--- config.mk ---
export PLATFORM = sky130hd
export DESIGN_NAME = i2s_rx
export DESIGN_NICKNAME = d
export VERILOG_FILES = /design/src/rtl/i2s_pkg.sv /design/src/rtl/i2s_rx_shifter.sv /design/src/rtl/i2s_rx.sv
export SDC_FILE = /design/constraint.sdc
export NUM_CORES = 1
export LEC_CHECK = 0
export BUFFER_PORTS_ARGS = -buffer_cell sky130_fd_sc_hd__buf_2
export CORE_AREA = 2 2 80 82
export DETAILED_ROUTE_END_ITERATION = 16
export DIE_AREA = 0 0 82 84
export PLACE_DENSITY_LB_ADDON = 0.2
export SETUP_SLACK_MARGIN = 0.3
export SYNTH_ARGS = -nofsm -noshare
export SYNTH_HDL_FRONTEND = slang
export SYNTH_SLANG_ARGS = --single-unit
--- constraint.sdc ---
create_clock -name BCLK -period 3.77 [get_ports BCLK]
set_input_delay 0.754 -clock BCLK [delete_from_list [all_inputs] [get_ports BCLK]]
set_output_delay 0.754 -clock BCLK [all_outputs]
set_load 0.01 [all_outputs]
--- src/rtl/i2s_pkg.sv ---
// -----------------------------------------------------------------------------
// i2s_pkg
//   Constants and state encoding shared by the I2S receiver and transmitter.
//   Contents:
//     I2S_DATA_WIDTH  default captured bits per channel
//     I2S_FRAME_BITS  default BCLK cycles per half-frame (LR level period)
//     I2S_CNT_W       default bit-counter width
//     i2s_state_e     SYNC / LEFT / RIGHT framing states
//     half_len_ok()   half-frame length test used by the optional frame check
// -----------------------------------------------------------------------------
package i2s_pkg;

    localparam int I2S_DATA_WIDTH = 16;
    localparam int I2S_FRAME_BITS = 26;
    localparam int I2S_CNT_W      = 8;

    typedef enum logic [1:0] {
        SYNC  = 2'd0,
        LEFT  = 2'd1,
        RIGHT = 2'd2
    } i2s_state_e;

    // bit_cnt is cleared in the edge cycle, so the number of cycles spent at
    // the previous LR level is one more than the counter value seen at the edge.
    function automatic logic half_len_ok(input int bit_cnt, input int frame_bits);
        return (bit_cnt + 1) == frame_bits;
    endfunction

endpackage

--- src/rtl/i2s_rx_shifter.sv ---
// -----------------------------------------------------------------------------
// i2s_rx_shifter
//   Serial-to-parallel front end of the I2S receiver: a bit counter that is
//   cleared in every LR edge cycle and saturates at its maximum, plus an
//   MSB-first shift register that stops after DATA_WIDTH bits.
// Ports:
//   clk_i      in   1           bit clock (BCLK)
//   rst_i      in   1           synchronous, active-high reset
//   edge_i     in   1           LR edge in this cycle; data bit is ignored
//   data_i     in   1           serial data bit
//   bit_cnt_o  out  CNT_W       bits seen since the last LR edge
//   shift_o    out  DATA_WIDTH  captured word, last bit in the LSB
// -----------------------------------------------------------------------------
module i2s_rx_shifter
    import i2s_pkg::*;
#(
    parameter int DATA_WIDTH = I2S_DATA_WIDTH,
    parameter int CNT_W      = I2S_CNT_W
) (
    input  logic                  clk_i,
    input  logic                  rst_i,
    input  logic                  edge_i,
    input  logic                  data_i,
    output logic [CNT_W-1:0]      bit_cnt_o,
    output logic [DATA_WIDTH-1:0] shift_o
);

    localparam logic [CNT_W-1:0] CNT_MAX = '1;

    logic [CNT_W-1:0]      bit_cnt_q;
    logic [DATA_WIDTH-1:0] shift_q;

    always_ff @(posedge clk_i) begin
        if (rst_i) begin
            bit_cnt_q <= '0;
            shift_q   <= '0;
        end else if (edge_i) begin
            // The edge-cycle bit belongs to the previous word's LSB slot.
            bit_cnt_q <= '0;
        end else begin
            // Bits beyond DATA_WIDTH in a long half-frame are dropped.
            if (int'(bit_cnt_q) < DATA_WIDTH) begin
                shift_q <= {shift_q[DATA_WIDTH-2:0], data_i};
            end
            if (bit_cnt_q != CNT_MAX) begin
                bit_cnt_q <= bit_cnt_q + CNT_W'(1);
            end
        end
    end

    assign bit_cnt_o = bit_cnt_q;
    assign shift_o   = shift_q;

endmodule

--- src/rtl/i2s_rx.sv ---
// -----------------------------------------------------------------------------
// i2s_rx
//   I2S receiver (ADC side). Deserialises a stereo I2S stream into signed
//   left/right sample pairs and presents each complete frame on a
//   valid/ready handshake. Everything runs on posedge BCLK.
//
//   Build option: define I2S_RX_FRAME_CHECK_EN to require every half-frame to
//   last exactly FRAME_BITS cycles; a mismatch pulses FRAME_ERR, discards the
//   half-frame and re-synchronises. Without it FRAME_ERR stays 0 and any
//   half-frame of at least DATA_WIDTH+1 cycles is accepted.
//
// Ports:
//   BCLK          in   1           bit clock
//   RESET         in   1           synchronous, active-high reset
//   ADC_LR_CLK    in   1           word select: 0 = left, 1 = right
//   ADC_DATA      in   1           serial data, MSB one BCLK after each LR edge
//   SAMPLE_L      out  DATA_WIDTH  signed left sample of the held frame
//   SAMPLE_R      out  DATA_WIDTH  signed right sample of the held frame
//   SAMPLE_VALID  out  1           held frame is valid
//   SAMPLE_READY  in   1           consumer takes the frame when VALID&READY
//   OVERFLOW      out  1           1-cycle pulse: a completed frame was dropped
//   FRAME_ERR     out  1           1-cycle pulse: half-frame length error
//
// state | meaning
// ------+----------------------------------------------------------------
// SYNC  | waiting for a falling LR edge to start a left word
// LEFT  | receiving the left word; rising edge closes it
// RIGHT | receiving the right word; falling edge completes the frame
// -----------------------------------------------------------------------------
module i2s_rx
    import i2s_pkg::*;
#(
    parameter int DATA_WIDTH = I2S_DATA_WIDTH,
    parameter int FRAME_BITS = I2S_FRAME_BITS,
    parameter int CNT_W      = I2S_CNT_W
) (
    input  logic                         BCLK,
    input  logic                         RESET,
    input  logic                         ADC_LR_CLK,
    input  logic                         ADC_DATA,
    output logic signed [DATA_WIDTH-1:0] SAMPLE_L,
    output logic signed [DATA_WIDTH-1:0] SAMPLE_R,
    output logic                         SAMPLE_VALID,
    input  logic                         SAMPLE_READY,
    output logic                         OVERFLOW,
    output logic                         FRAME_ERR
);

`ifdef I2S_RX_FRAME_CHECK_EN
    localparam bit FRAME_CHECK = 1'b1;
`else
    localparam bit FRAME_CHECK = 1'b0;
`endif

    i2s_state_e            state_q;
    logic                  lr_q;
    logic [DATA_WIDTH-1:0] left_hold_q;
    logic [DATA_WIDTH-1:0] sample_l_q;
    logic [DATA_WIDTH-1:0] sample_r_q;
    logic                  valid_q;
    logic                  overflow_q;
    logic                  frame_err_q;

    logic                  lr_edge;
    logic                  rise_edge;
    logic                  fall_edge;
    logic [CNT_W-1:0]      bit_cnt;
    logic [DATA_WIDTH-1:0] shift;
    logic                  word_full;
    logic                  len_bad;

    assign lr_edge   = ADC_LR_CLK != lr_q;
    assign rise_edge = lr_edge &&  ADC_LR_CLK;
    assign fall_edge = lr_edge && !ADC_LR_CLK;

    i2s_rx_shifter #(
        .DATA_WIDTH (DATA_WIDTH),
        .CNT_W      (CNT_W)
    ) u_shifter (
        .clk_i      (BCLK),
        .rst_i      (RESET),
        .edge_i     (lr_edge),
        .data_i     (ADC_DATA),
        .bit_cnt_o  (bit_cnt),
        .shift_o    (shift)
    );

    assign word_full = int'(bit_cnt) >= DATA_WIDTH;
    // Constant-false when the frame check is not built in.
    assign len_bad   = FRAME_CHECK && !half_len_ok(int'(bit_cnt), FRAME_BITS);

    always_ff @(posedge BCLK) begin
        if (RESET) begin
            state_q     <= SYNC;
            lr_q        <= 1'b1;
            left_hold_q <= '0;
            sample_l_q  <= '0;
            sample_r_q  <= '0;
            valid_q     <= 1'b0;
            overflow_q  <= 1'b0;
            frame_err_q <= 1'b0;
        end else begin
            lr_q        <= ADC_LR_CLK;
            overflow_q  <= 1'b0;
            frame_err_q <= 1'b0;

            // Acceptance; a frame completing in this same cycle re-sets VALID below.
            if (valid_q && SAMPLE_READY) begin
                valid_q <= 1'b0;
            end

            case (state_q)
                SYNC: begin
                    if (fall_edge) begin
                        state_q <= LEFT;
                    end
                end
                LEFT: begin
                    if (rise_edge) begin
                        if (len_bad) begin
                            frame_err_q <= 1'b1;
                            state_q     <= SYNC;
                        end else if (word_full) begin
                            left_hold_q <= shift;
                            state_q     <= RIGHT;
                        end else begin
                            state_q <= SYNC;
                        end
                    end
                end
                RIGHT: begin
                    if (fall_edge) begin
                        if (len_bad) begin
                            frame_err_q <= 1'b1;
                            state_q     <= SYNC;
                        end else if (word_full) begin
                            // This falling edge already starts the next left word.
                            state_q <= LEFT;
                            if (valid_q && !SAMPLE_READY) begin
                                overflow_q <= 1'b1;
                            end else begin
                                sample_l_q <= left_hold_q;
                                sample_r_q <= shift;
                                valid_q    <= 1'b1;
                            end
                        end else begin
                            state_q <= SYNC;
                        end
                    end
                end
                default: begin
                    state_q <= SYNC;
                end
            endcase
        end
    end

    assign SAMPLE_L     = sample_l_q;
    assign SAMPLE_R     = sample_r_q;
    assign SAMPLE_VALID = valid_q;
    assign OVERFLOW     = overflow_q;
    assign FRAME_ERR    = frame_err_q;

endmodule

* Yosys cells after proc, flatten, opt, wreduce, memory -nomap -nowiden
Index checks and enable logic that the tools add are counted.
** Cells by class
- Reduce and logical (&&, ||, !) cells :: 13
- Magnitude comparators :: 2
- Equal/unequal tests :: 7
- Multiplexer cells :: 12
- Bitwise logic cells :: 5
- $add $sub $neg :: 1
** Operator list (count)
- $add A8 B1 Y8 const B :: 1
- $ge A8 B5 Y1 const B :: 1
- $lt A8 B5 Y1 const B :: 1
- $mux W2 :: 4
- $ne A8 B8 Y1 const B :: 1
- $mux W1 :: 7
- $ne A2 B2 Y1 const B :: 3
- $pmux W2 S3 :: 1
- $reduce_and A3 Y1 :: 2
- $not A1 Y1 :: 5
- $logic_and A1 B1 Y1 :: 4
- $reduce_and A4 Y1 :: 1
- $reduce_or A4 Y1 :: 1
- $eq A2 B1 Y1 const B :: 1
- $eq A2 B2 Y1 const B :: 1
- $logic_not A1 Y1 :: 2
- $logic_not A2 Y1 :: 1
- $reduce_and A2 Y1 :: 1
- $reduce_or A2 Y1 :: 1
- $ne A1 B1 Y1 :: 1
** Storage, ports and cells
- Register bits :: 77
- Output and inout port bits :: 35
- Input bits :: 5

* Logic depth before layout (Yosys ltp)
Gate-level depths: netlist of run 1.
- Word-level depth :: 6
- Gate-level depth with buffers :: 7
- Mapped depth without buffers :: 5

* Modules after synthesis
A second synthesis of run 1 with hierarchy kept.
** Second synthesis, totals
- Cells, all modules :: 340
- Area total of the unflattened synthesis :: 3318.2 µm²
** By module, submodules not included
- i2s_rx :: area an instance 2308.5 µm², instances 1, seq. area each 1061.0 µm², cells an instance 241
- i2s_rx_shifter :: area an instance 1009.7 µm², instances 1, seq. area each 480.5 µm², cells an instance 99

* Worst setup path after synthesis of run 1
No wires, ideal clock.
- Path type :: input port to flip-flop
- Start point :: input ADC_LR_CLK
- End point :: register u_shifter.shift_q[0] (netlist: u_shifter.shift_o[0])
- Buffers on the path :: 2
- Stages on the path :: 7
- Arrival time :: 1823 ps
- Slack :: 1815 ps
- Data required time :: 3638 ps
- Cells stage by stage :: inv_1 -> ha_1 -> clkbuf_1 -> inv_1 -> clkbuf_1 -> o21ai_0 -> a21oi_1
** Between the ends
- Word-level cells in the longest chain between the ends :: 3
** RTL lines
- start: declaration :: RTL line i2s_rx.sv:39 : input logic ADC_LR_CLK,
- $ne A1 B1 Y1 :: RTL line i2s_rx.sv:72 : assign lr_edge = ADC_LR_CLK != lr_q;
- $not A1 Y1 (no line)
- $reduce_and A2 Y1 (no line)
- end signal: assignment :: RTL line i2s_rx_shifter.sv:43 : shift_q <= {shift_q[DATA_WIDTH-2:0], data_i};
- end: declaration :: RTL line i2s_rx_shifter.sv:31 : logic [DATA_WIDTH-1:0] shift_q;
Every way passes these cells.
A chain may end at the register's enable or synchronous reset.

* Worst setup path after layout of run 1
- Start point :: register u_shifter.bit_cnt_q[4] (netlist: u_shifter.bit_cnt_o[4])
- End point :: register sample_l_q[15] (netlist: SAMPLE_L[15])
** Between the ends
- Word-level cells in the longest chain between the ends :: 2
** RTL lines
- start: declaration :: RTL line i2s_rx_shifter.sv:30 : logic [CNT_W-1:0] bit_cnt_q;
- start signal: assignment :: RTL line i2s_rx_shifter.sv:46 : bit_cnt_q <= bit_cnt_q + CNT_W'(1);
- $ge A8 B5 Y1 :: RTL line i2s_rx.sv:88 : assign word_full = int'(bit_cnt) >= DATA_WIDTH;
- $reduce_and A4 Y1 (no line)
- end signal: assignment :: RTL line i2s_rx.sv:142 : sample_l_q <= left_hold_q;
- end: declaration :: RTL line i2s_rx.sv:58 : logic [DATA_WIDTH-1:0] sample_l_q;
Every way passes these cells.

==> run summary, run 1 <==
The worst setup path endpoint was SAMPLE_L[15]. Counting instances, the worst hold path has a depth of 2. The average cell area after synthesis works out to 9.06 um2.

The floorplan die width was 82 um. The placed instances occupy a cell area of 3450 um2. For this run, the number of Yosys warnings is 0. At the later pin of the worst-skew pair, clock insertion delay measures 0.34 ns. Global placement routability congestion: 0.817.

The clock tree synthesis step divided the H-tree into 3 levels. The tools report the final routed wirelength across all metal layers as 6310 um. The async set-reset flop share out of synthesis is 0%. After global routing the overflow that remains totals 0.

The number of antenna violations at the first check in global routing is 0. The first-pass GRT wire length came out at 10700 um. Number of synthesized flops with an enable pin: 0.

In this run the clock root is driven by a clkbuf_8. The worst setup path is launched from a flip-flop. Among all flip-flop cells after synthesis, the most frequent one is dfxtp_1. Most instantiated library cell after synthesis: dfxtp_1. For this block, the initial DRC count from the detailed router was 172. The finished cells cover 3610 um2. The antenna diode instance count is 0, and the count of boundary I/O pins is 40. The worst register-to-register path begins at u_shifter.bit_cnt_o[4].

The power per cell area is 389 nW/um2, and the total count of max-transition violations in the final report is 0. Static timing analysis puts the maximum clock frequency at 0.496 GHz. Counting tap cells, the placed design contains a total of 449 instances. The number of nets in the synthesized netlist was 371; the required time reported for the critical path endpoint was 4.04 ns.

Global routing consumed, over all layers together, 19.8% of the routing resources. For this run, the post-layout net count is 392. The synthesized netlist contains 31 unique library cells. Summing all multi-input logic gate instances after layout gives 1560 um2.

Summing every instance area after synthesis gives 3280 um2. The effective utilization at floorplan is 53.8%. STA classifies the critical path endpoint as a flip-flop. The run gives 0 as the number of design rule violations left after detail routing. Detailed placement ended at an HPWL of 3950 um. The clock passes through at most 2 buffers. After floorplanning, the core was divided into 29 placement rows. Across the whole layout, storage elements account for 1540 um2.

The filler cells instantiated in the layout total 539. Counting flops and latches in the post-synthesis netlist gives 77. After routing, the total negative slack on setup checks comes to 0 ns. The tools report the count of hold-fix buffers inserted at cts as 0. The floorplan step defined a core boundary enclosing 6100 um2. The run gives 0.220 mV as the maximum vdd drop. The count of placed standard cells in the final layout, fillers left out is 464, and the number of input and output port buffers inserted is 38.

Of the cells placed in the final design, the portion with a size suffix greater than 1 is 14.7%. The detail route stage leaves a number of antenna-violating nets equal to 0. The area growth from synthesis to layout is 10.1%. Measured in cells, the most critical reg-to-reg path has a length of 4. Setup violations remaining at the end of the flow were counted as 0. Clock-pin slew was measured on the worst setup and hold paths at 0.07 ns. The logs give 0 for the number of buffers added for setup after CTS and 2282 for the number of global-route vias before repair. Detailed routing inserted a total of 2480 vias.

The logs give 77 for the number of sinks on the clock net and 362 for the gate count after technology mapping. The tools report the number of gates resized after cts as 0. The logs give 0 for the number of hold violations in the final report and 0.00740 ns for the post-route clock skew.

The analysis attributes to cell leakage a power of 1.26 nW. The die covers 6890 um2. The critical path starts at u_shifter.bit_cnt_o[4]. In this run the tightest slew margin relative to its limit is 50.7%. The total power consumption of the routed design was 0.00140 W. Cell type with the highest aggregate area in the netlist: dfxtp_1. Across the run, the number of max-cap violations was 0. The setup path with the least slack is of type flip-flop to flip-flop.

By area the synthesized netlist is led by dfxtp_1 47%, nand2b_1 13%, mux2i_1 9.8%. The worst path uses 53.4% of the clock period. The flow ran to the end, and the final reports show no timing, DRC or antenna violations. Dividing the detail-routed wire length by the instance count gives 13.6 um.

TritonCTS built the clock tree. Counting the buffers created by CTS gives 9. Detailed-route vias per instance: 5.34.

The share of the synthesized area in the top cell type came out at 47.0%. Setup repair after global routing left no endpoint under its margin. The reg-to-reg critical path endpoint is SAMPLE_L[15]. The minimum setup slack among reg-to-reg paths is 1.76 ns, and the pin count of the biggest net entering global routing is 54.

The smallest clock period supported by the final layout is computed as 2.01 ns. Transition time of the tightest slew-check pin: 0.739 ns. STA puts the critical path data arrival time at 2.29 ns. Measured along the y axis, the die boundary spans 84 um. The tools report the detailed-router iteration count before antenna repair as 4. The path class of the lowest-slack min-delay path was flip-flop to flip-flop. In this run the worst path has a maximum fanout of 36. Counting instances in the post-synthesis netlist gives the leading cell types as 77 x dfxtp_1, 66 x nand2b_1, 38 x a21oi_1, 36 x nand3_1, 35 x o21ai_0. The run gives 47.0% as the sequential-to-total area share from yosys stat.
sequential cells by signal, summed over array words and instances (netlist names):
signal and flops:
SAMPLE_L 16, SAMPLE_R 16, left_hold_q 16, u_shifter.shift_o 16, u_shifter.bit_cnt_o 8, state_q 2
OVERFLOW 1, SAMPLE_VALID 1, lr_q 1
report_power, final:
part           leakage [nW]  internal, W  switching [W]
Combinational         0.554    0.0000222      0.0000347
Sequential            0.621     0.000818     0.00000568
Clock                0.0833     0.000252       0.000272
metal layers:
| layer | GRT usage [%] | share of wire (%) |
|---|---|---|
| met5 | 0 | 0 |
| met1 | 28.2 | 50 |
| met3 | 3.25 | 4.5 |
| met4 | 9.55 | 1.4 |
| met2 | 28.6 | 44 |
worst max-delay path, stage by stage, from the launching register on:
cell and delay, ns:
dfxtp_1 0.52, or4_1 0.17, buf_4 0.30, and4_4 0.69
mux2i_1 0.25
cell type report:
type / instances / area share (%)
sequential: 77 / 42.7
inverter: 5 / 0.520
multi-input combinational: 248 / 43.3
clock inverter: 2 / 0.277
timing repair buffer: 42 / 6.44
clock buffer: 13 / 4.12
tap: 77 / 2.67
cells by family (layout without fill, tap and decap cells):
logic type | Yosys count | count (layout) | share of synthesized area (%)
buf+inv | 37 | 62 | 5.53
fa+ha+maj | 4 | 4 | 1.53
simple gates | 129 | 129 | 23.0
mux | 32 | 32 | 9.76
other cells | 1 | 1 | 0.114
flops | 77 | 77 | 47.0
compound gates | 82 | 82 | 13.1
worst min path at each step:
| stage | from | endpoint | slack (ns) |
|---|---|---|---|
| 4_1_cts | SAMPLE_L[14] | SAMPLE_L[14] | 0.48 |
| 3_3_place_gp | SAMPLE_R[11] | SAMPLE_R[11] | 0.46 |
| 6_report | SAMPLE_R[4] | SAMPLE_R[4] | 0.47 |
| 3_5_place_dp | SAMPLE_R[10] | SAMPLE_R[10] | 0.46 |
| 5_1_grt | SAMPLE_L[12] | SAMPLE_L[12] | 0.50 |
| 2_1_floorplan | left_hold_q[0] | SAMPLE_L[0] | 0.45 |
per-stage QoR:
step                worst slack (ns)  utilization [%]  hold slack (ns)
floorplan                       1.82                -            0.448
global placement                1.49             56.7            0.457
detailed placement              1.45             56.7            0.459
CTS                             1.76             59.3            0.476
global route                    1.57             59.3            0.496
finish                          1.76             59.3            0.470
cells in the final DEF, fill, tap and decap left out, drive strengths merged, types with 2 or more instances in the layout:
master  count
clkbuf     13
and4        3
ha          4
nor2        2
nand2b     66
nand2       3
dfxtp      77
clkinv      2
a211oi      2
nand4       2
nor2b       3
o21ai      35
buf        42
nand3      36
mux2i      32
nor3        8
a21oi      38
inv         5
a31oi       4
No activity file was read; power rests on OpenSTA's default activity.
==> run 2, diff against run 1 <==
ABC_AREA = 1   (was default)
clock period = 1.9 ns   (was 3.77 ns; I/O delays follow)
==> run 2 against run 1 <==
  * Non-clock buffer count is 6 higher
  * Hold slack worse by 0.22 ns
  * Sequential share of layout area fell by 1.5 points
  * Via count up 13%
  * Wire length grew 2.3%
  * Combinational power grew to 3.5 times the previous value
  * First-iteration DRC count rose by 5.2%
  * Fmax increased by 38%
==> run summary, run 2 <==
The global placement routability congestion was 0.799 (-2.1%). The most repeated library cell on the critical path is nor2_1. The area added between synthesis and finish was 15.2%.

The run gives 6100 um2 (unchanged) as the area of the core region. The run gives 3740 um2 (+3.7%) as the area of all placed cells without fillers. The run gives 0 ns (unchanged) as the sum of negative setup slack.

The run gives 4460 um (+13%) as the half-perimeter wire length after detailed placement. The tools report the detailed-router iteration count before antenna repair as 4 (unchanged). The worst setup path is of the flip-flop to flip-flop kind.

The logs give 2795 (+13%) for the vias after detailed routing and 0 (unchanged) for the number of design rule violations left after detail routing. In the synthesized netlist the dominant register cell turns out to be dfxtp_1. By count the netlist is led by 112 x nor2_1, 105 x nand2_1, 77 x dfxtp_1, 51 x inv_1, 32 x nand4_1. The power per cell area is 869 nW/um2 (+120%), and the count of placed standard cells in the final layout, fillers left out is 580 (+25%). The number of global-route vias before repair was 2573 (+13%); the total of flip-flops plus latches after synthesis was 77 (unchanged).

The total power consumption of the routed design came out at 0.00326 W (+130%). The path class of the tightest hold or removal check is primary input to flip-flop. The tools report the clock tree root driver cell as clkbuf_8. Highest achievable clock rate: 0.685 GHz (+38%). The number of synthesized flops with an enable pin is 0 (unchanged).

The number of nets with antenna violations after routing is 0 (unchanged). The total congestion overflow is 0 (unchanged). The slowest stage of the critical path is the dfxtp_1 cell. Number of antenna violations at the first check in global routing: 0 (unchanged). The sequential-to-total area share from yosys stat is 47.4% (+0.43 points).

The worst register-to-register path ends at SAMPLE_R[12]. Setup repair after global routing left no endpoint under its margin. Fraction of final layout cells with drive strength greater than 1: 13.9% (-0.81 points). Maximum fanout along the worst path: 32 (-11%). The detailed-route vias per instance was 4.82 (-9.8%). The most frequent standard cell in the layout excluding fill and tap cells is nor2_1.

For the arrival time at the worst endpoint, the log shows 1.74 ns (-0.55 ns). In the layout the commonest cells are 112 x nor2_1, 105 x nand2_1, 77 x dfxtp_1, 51 x inv_1, 38 x buf_2. The tools report the area of the die as 6890 um2 (unchanged).

The required time reported for the critical path endpoint is 2.18 ns (-1.86 ns). Stage delay of the slowest cell on the critical path: 0.43 ns (-0.26 ns). The vertical die dimension came out at 84 um (unchanged). The share of the clock period used by the worst path works out to 76.8% (+23 points). The startpoint identified for the worst register-to-register timing path is u_shifter.bit_cnt_o[5]. Number of input and output port buffers inserted: 38 (unchanged).

The total instance count after detailed placement is 564 (+26%), and the clock-pin transition on the worst setup and hold timing paths is 0.09 ns (+0.02 ns). The logs give 29 (unchanged) for the cell row count and 1.63 nW (+29%) for the static leakage. The run gives 20.7% (+0.92 points) as the global router's overall resource usage.

In this run the worst setup path terminates at SAMPLE_R[12]. The worst setup slack after layout was 0.440 ns (-1.32 ns); the share of the synthesized area in the top cell type was 47.4% (+0.43 points). The logic depth of the worst register-to-register path was 7 (+3).

The reported max-cap violation count is 0 (unchanged), and the number of buffers added for setup after CTS is 0 (unchanged). The wire length per cell came out at 11.1 um (-18%). The run gives 0.44 ns (-1.32 ns) as the minimum setup slack among reg-to-reg paths. The placement-stage worst setup slack is 0.386 ns (-1.06 ns).

By area the synthesized netlist is led by dfxtp_1 47%, nor2_1 13%, nand2_1 12%. The largest total area in the synthesized netlist belongs to dfxtp_1. The clock buffer count from CTS came out at 9 (unchanged).

The run gives 0 (unchanged) as the number of gates resized after cts. The logs give 3250 um2 (-0.92%) for the synthesized area and 0 (unchanged) for the count of hold-fix buffers inserted at cts. The net count reported at finish was 507 (+29%); the first-pass GRT wire length was 11200 um (+4.1%).

The tools report the placed standard-cell area as 3520 um2 (+2.0%). The number of nets in the synthesized netlist was 475 (+28%). Async set-reset flop share out of synthesis: 0% (unchanged). The number of H-tree levels is 3 (unchanged), and the effective utilization at floorplan is 53.3% (-0.49 points).

Count of endpoints failing setup in the final report: 0 (unchanged). STA classifies the critical path startpoint as a flip-flop. The final routed wirelength across all metal layers came out at 6460 um (+2.3%). The count of boundary I/O pins was 40 (unchanged).

For the maximum vdd drop, the log shows 0.515 mV (+130%). The worst setup path is captured at a flip-flop. The number of sinks on the clock net was 77 (unchanged); the floorplan die width was 82 um (unchanged). The number of buffers on the longest clock path came out at 2 (unchanged). The launch point of the worst path is u_shifter.bit_cnt_o[5]. The post-layout minimum cycle time came out at 1.46 ns (-0.554 ns).

TritonCTS built the clock tree. The number of warnings reported in the yosys synthesis log was 0 (unchanged). The logs give 21 (-32%) for the count of distinct cell types in the synthesized netlist and 35 (-35%) for the pin count of the biggest net entering global routing. Total count of max-transition violations in the final report: 0 (unchanged).

The most instantiated library cell after synthesis was nor2_1. The post-route clock skew was 0.0108 ns (+0.00340 ns); the average cell area after synthesis was 6.98 um2 (-23%). The antenna diode instance count is 0 (unchanged), and the clock latency on the worst-skew pair is 0.34 ns (about the same). The violation count after the first detailed-route iteration came out at 181 (+5.2%). The flow ran to the end, and the final reports show no timing, DRC or antenna violations.

The signal on the critical path passes through nor2_1, nand2_2, nand2_2, nor2_4, buf_12, nor2_1, nor2_1. The number of hold violations in the final report was 0 (unchanged); the gate count after technology mapping was 466 (+29%).
run 2: cell count changes in the layout (fill, tap and decap cells not counted), sizes merged, moves of 4 or more:
cell,delta
nor3,-7
mux2i,-32
a21oi,-16
o21ai,-32
inv,+48
nand2b,-66
nand4,+30
nand2,+105
clkbuf,-4
buf,+6
nor2,+113
nand3,-15
run 2: worst max-delay path, delay by kind of cell (launching register included):
kind	cells	cell delay [ns]
and+or+nand+nor	6	0.76
buffers and inverters	1	0.19
DFF	1	0.43
run 2: area by class of cell:
cell class                      count  area, um2
Multi-Input combinational cell    311       1380
Inverter                           51        191
Timing Repair Buffer               48        315
Fill cell                         584       2350
Clock inverter                      7       97.6
Tap cell                           77       96.3
Clock buffer                        9        124
Sequential cell                    77       1540
run 2: metal layers:
metal  track usage (%)  share of wire, %  vias up  routed length [um]
met5                 0                 0        -                   0
met3              4.33               4.3        8                 275
li1                  -                 -     1515                   -
met4              7.42               1.3        0                  86
met2              34.4                47       49                3020
met1              26.0                48     1223                3080
run 2: per-stage QoR:
stage | utilization [%] | hold slack [ns]
4_1_cts | 61.4 | 0.239
5_1_grt | 61.4 | 0.253
3_5_place_dp | 57.8 | 0.454
2_1_floorplan | - | 0.439
6_report | 61.4 | 0.248
3_3_place_gp | 57.8 | 0.448
run 2: cells by family after synthesis:
family,share of synthesized area (%)
and+or+nand+nor,36.1
DFF,47.4
buffers and inverters,10.2
other,0.115
adders and majority gates,1.54
AOI/OAI and AO/OA,4.70
run 2: worst min-delay path by stage:
stage | from | slack [ns] | depth (start not counted) | to
after floorplan | left_hold_q[10] | 0.44 | 2 | left_hold_q[10]
after global placement | left_hold_q[5] | 0.45 | 2 | left_hold_q[5]
after detailed placement | left_hold_q[5] | 0.45 | 2 | left_hold_q[5]
after CTS | ADC_LR_CLK | 0.24 | 3 | lr_q
after global routing | ADC_LR_CLK | 0.25 | 3 | lr_q
final | ADC_LR_CLK | 0.25 | 3 | lr_q
run 2: where the power goes:
group | internal [W] | switching, W
Clock | 0.000746 | 0.000621
Combinational | 0.0000702 | 0.000130
Sequential | 0.00165 | 0.0000355
==> run 3, diff against run 2 <==
CORE_AREA = 2 2 83 85   (was 2 2 80 82)
DIE_AREA = 0 0 85 87   (was 0 0 82 84)
clock period = 1.3 ns   (was 1.9 ns; I/O delays follow)
==> run 3 against run 2 <==
  * Largest power group unchanged
  * Highest routed layer unchanged
  * Die area increased by 7.4%
  * Clock-buffer cell count increased by 2
  * Cell area increased by 31%
  * Combinational power increased by 130%
  * Critical path type unchanged
  * The flow now finishes with violations (negative setup slack)
  * Setup slack got worse by 0.46 ns
==> run summary, run 3 (synthesis results as in run 2) <==
The flow ran to the end, but the final reports show violations. The checks that failed: negative setup slack. The clock-pin transition on the worst setup and hold timing paths is 0.08 ns (about the same), and the clock latency on the worst-skew pair is 0.36 ns (+0.02 ns).

In this run the most critical hold path is launched from ADC_LR_CLK. The number of antenna violations at the first check in global routing was 0 (unchanged); the first-pass GRT wire length was 13500 um (+21%). In this run the worst hold path is classified as primary input to flip-flop. The number of input and output port buffers inserted came out at 38 (unchanged).

The logs give 3 (unchanged) for the number of H-tree levels and 7 (+7) for the count of endpoints failing setup in the final report. The half-perimeter wire length after detailed placement came out at 4700 um (+5.4%). The cell internal power dissipation came out at 0.00398 W (+61%).

The tools report the count of placed standard cells in the final layout, fillers left out as 622 (+7.2%). The placement-stage worst setup slack was -0.117 ns (-0.504 ns); the total instance count after detailed placement was 573 (+1.6%). Switching power: 0.00126 W (+60%).

Setup repair after global routing could not meet its margin everywhere. The total congestion overflow came out at 0 (unchanged). The sum of negative setup slack was -0.0645 ns (-0.0645 ns); the vertical die dimension was 87 um (+3.6%). The logs give 49.5% (-3.8 points) for the effective utilization at floorplan and 0.755 GHz (+10%) for the highest achievable clock rate. STA classifies the critical path startpoint as a flip-flop. The post-layout minimum cycle time is 1.32 ns (-0.136 ns), and the clock power share is 44.1% (+2.1 points).

Area of the core region: 6570 um2 (+7.8%). The run gives 3286 (+18%) as the vias after detailed routing. The signal on the critical path passes through nor2_4, nand2_8, nand2_2, nor2_4, clkbuf_16, nor2_1, nor2_1.

The startpoint identified for the worst register-to-register timing path is u_shifter.bit_cnt_o[7]. The net count reported at finish is 546 (+7.7%), and the stage delay of the slowest cell on the critical path is 0.36 ns (-0.07 ns). The power per cell area was 1060 nW/um2 (+22%). In this run the critical register-to-register path is captured at SAMPLE_R[10]. For the number of hold violations in the final report, the log shows 0 (unchanged). The switching part of the total power works out to 24.0% (-0.11 points).

The root buffer cell chosen for the clock tree is clkbuf_8. The run gives 9630 um (+49%) as the final routed wirelength across all metal layers. The antenna diode instance count is 0 (unchanged), and the fraction of final layout cells with drive strength greater than 1 is 41.3% (+27 points). The count of boundary I/O pins is 40 (unchanged). The number of nets with antenna violations after routing was 0 (unchanged); the count of filler cells inserted in the layout was 454 (-22%).

Global router's overall resource usage: 23.4% (+2.8 points). Detailed-route vias per instance: 5.28 (+9.6%). The floorplan die width was 85 um (+3.7%); the violation count after the first detailed-route iteration was 191 (+5.5%). The worst setup slack after layout was -0.0240 ns (-0.464 ns); the arrival time at the worst endpoint was 1.62 ns (-0.12 ns). The sum of buffers and inverters on the critical path works out to 1 (unchanged). TritonCTS built the clock tree. The number of buffers on the longest clock path is 2 (unchanged), and the maximum fanout along the worst path is 8 (-75%). For the minimum setup slack among reg-to-reg paths, the log shows -0.02 ns (-0.46 ns). The wire length per cell was 15.5 um (+39%); the post-layout utilization of the core was 75.0% (+14 points). The detailed-router iteration count before antenna repair is 4 (unchanged). Critical path start-end classification: flip-flop to flip-flop. The kind of cell with the highest combined delay on the critical path is simple AND/OR/NAND/NOR gates. STA classifies the critical path endpoint as a flip-flop. The logs give 2.04 nW (+25%) for the static leakage and 0.113 ns (-0.135 ns) for the minimum hold slack. The tools report the total count of max-transition violations in the final report as 0 (unchanged). The tools report the combinational share of power as 8.7% (+2.6 points). The number of instances on the worst hold path is 3 (unchanged). The global placement routability congestion is 0.785 (-1.8%), and the portion of total power attributed to sequential cells is 47.2% (-4.7 points). The run gives 2919 (+13%) as the number of global-route vias before repair. The post-route clock skew is 0.00829 ns (-0.00252 ns), and the number of design rule violations left after detail routing is 0 (unchanged).

The most frequent standard cell in the layout excluding fill and tap cells was nor2_1. The logs give 1.59 ns (-0.59 ns) for the required time reported for the critical path endpoint and 9 (unchanged) for the clock buffer count from CTS. The area of the die is 7400 um2 (+7.4%). In the layout the commonest cells are 94 x nor2_1, 67 x nand2_1, 44 x inv_1, 44 x buf_6, 38 x dfxtp_1. The share of the clock period used by the worst path came out at 102% (+25 points).

The logic depth of the worst register-to-register path came out at 7 (unchanged). The run gives 0 (unchanged) as the reported max-cap violation count. The logs give 77 (unchanged) for the number of sinks on the clock net and 0.881 mV (+71%) for the maximum vdd drop. The pin count of the biggest net entering global routing came out at 47 (+34%). The area added between synthesis and finish came out at 51.5%.

The run gives 30 (+3.4%) as the cell row count. Terminating pin of the worst hold path: lr_q. The slowest stage of the critical path belongs to the cell dfxtp_2.
==> run 3: tightest hold or removal path, stage by stage <==
cell and delay [ns]:
buf_2 0.09, inv_2 0.04, nand2_1 0.05
==> run 3: through the flow <==
| stage | instance area [um2] | power, W |
|---|---|---|
| floorplan | 3370 | 0.00276 |
| global placement | 3680 | 0.00282 |
| detailed placement | 3680 | 0.00283 |
| CTS | 4550 | 0.00511 |
| global route | 4920 | 0.00540 |
| finish | 4920 | 0.00524 |
==> run 3: layer usage <==
metal  wire length [um]  GRT usage [%]
met5                  0              0
met3                579           3.32
met1               3800           28.4
met4                257           10.8
met2               4990           41.2
==> run 3: timing repair <==
action                                  in CTS  in global routing
cloned                                       6                  5
setup buffers                               20                  2
endpoints found under the setup margin     110                110
hold buffers                                 0                  0
gates resized for setup                     94                 80
hold endpoints to repair                     0                  0
pin swaps                                   11                 23
==> run 3: how the worst max path moves through the flow <==
stage,depth (start not counted),to,start
final,7,SAMPLE_R[10],u_shifter.bit_cnt_o[7]
after global routing,8,SAMPLE_R[2],lr_q
after CTS,8,SAMPLE_R[2],lr_q
after detailed placement,9,SAMPLE_L[11],ADC_LR_CLK
after global placement,9,SAMPLE_L[11],ADC_LR_CLK
after floorplan,7,SAMPLE_L[10],lr_q
==> run 3: power by group through the flow <==
stage	logic, W	clock network [W]	registers [W]
5_1_grt	0.000496	0.00243	0.00248
4_1_cts	0.000327	0.00232	0.00246
6_report	0.000455	0.00231	0.00248
3_5_place_dp	0.000309	0	0.00252
3_3_place_gp	0.000302	0	0.00252
2_1_floorplan	0.000251	0	0.00251
==> run 3: final cells by class <==
| type | count | area [um2] | area share [%] |
|---|---|---|---|
| multi-input combinational | 315 | 1780 | 36.2 |
| timing repair buffer | 83 | 991 | 20.1 |
| clock inverter | 5 | 106 | 2.16 |
| clock buffer | 11 | 151 | 3.07 |
| tap | 80 | 100 | 2.03 |
| sequential | 77 | 1600 | 32.5 |
| inverter | 51 | 194 | 3.94 |
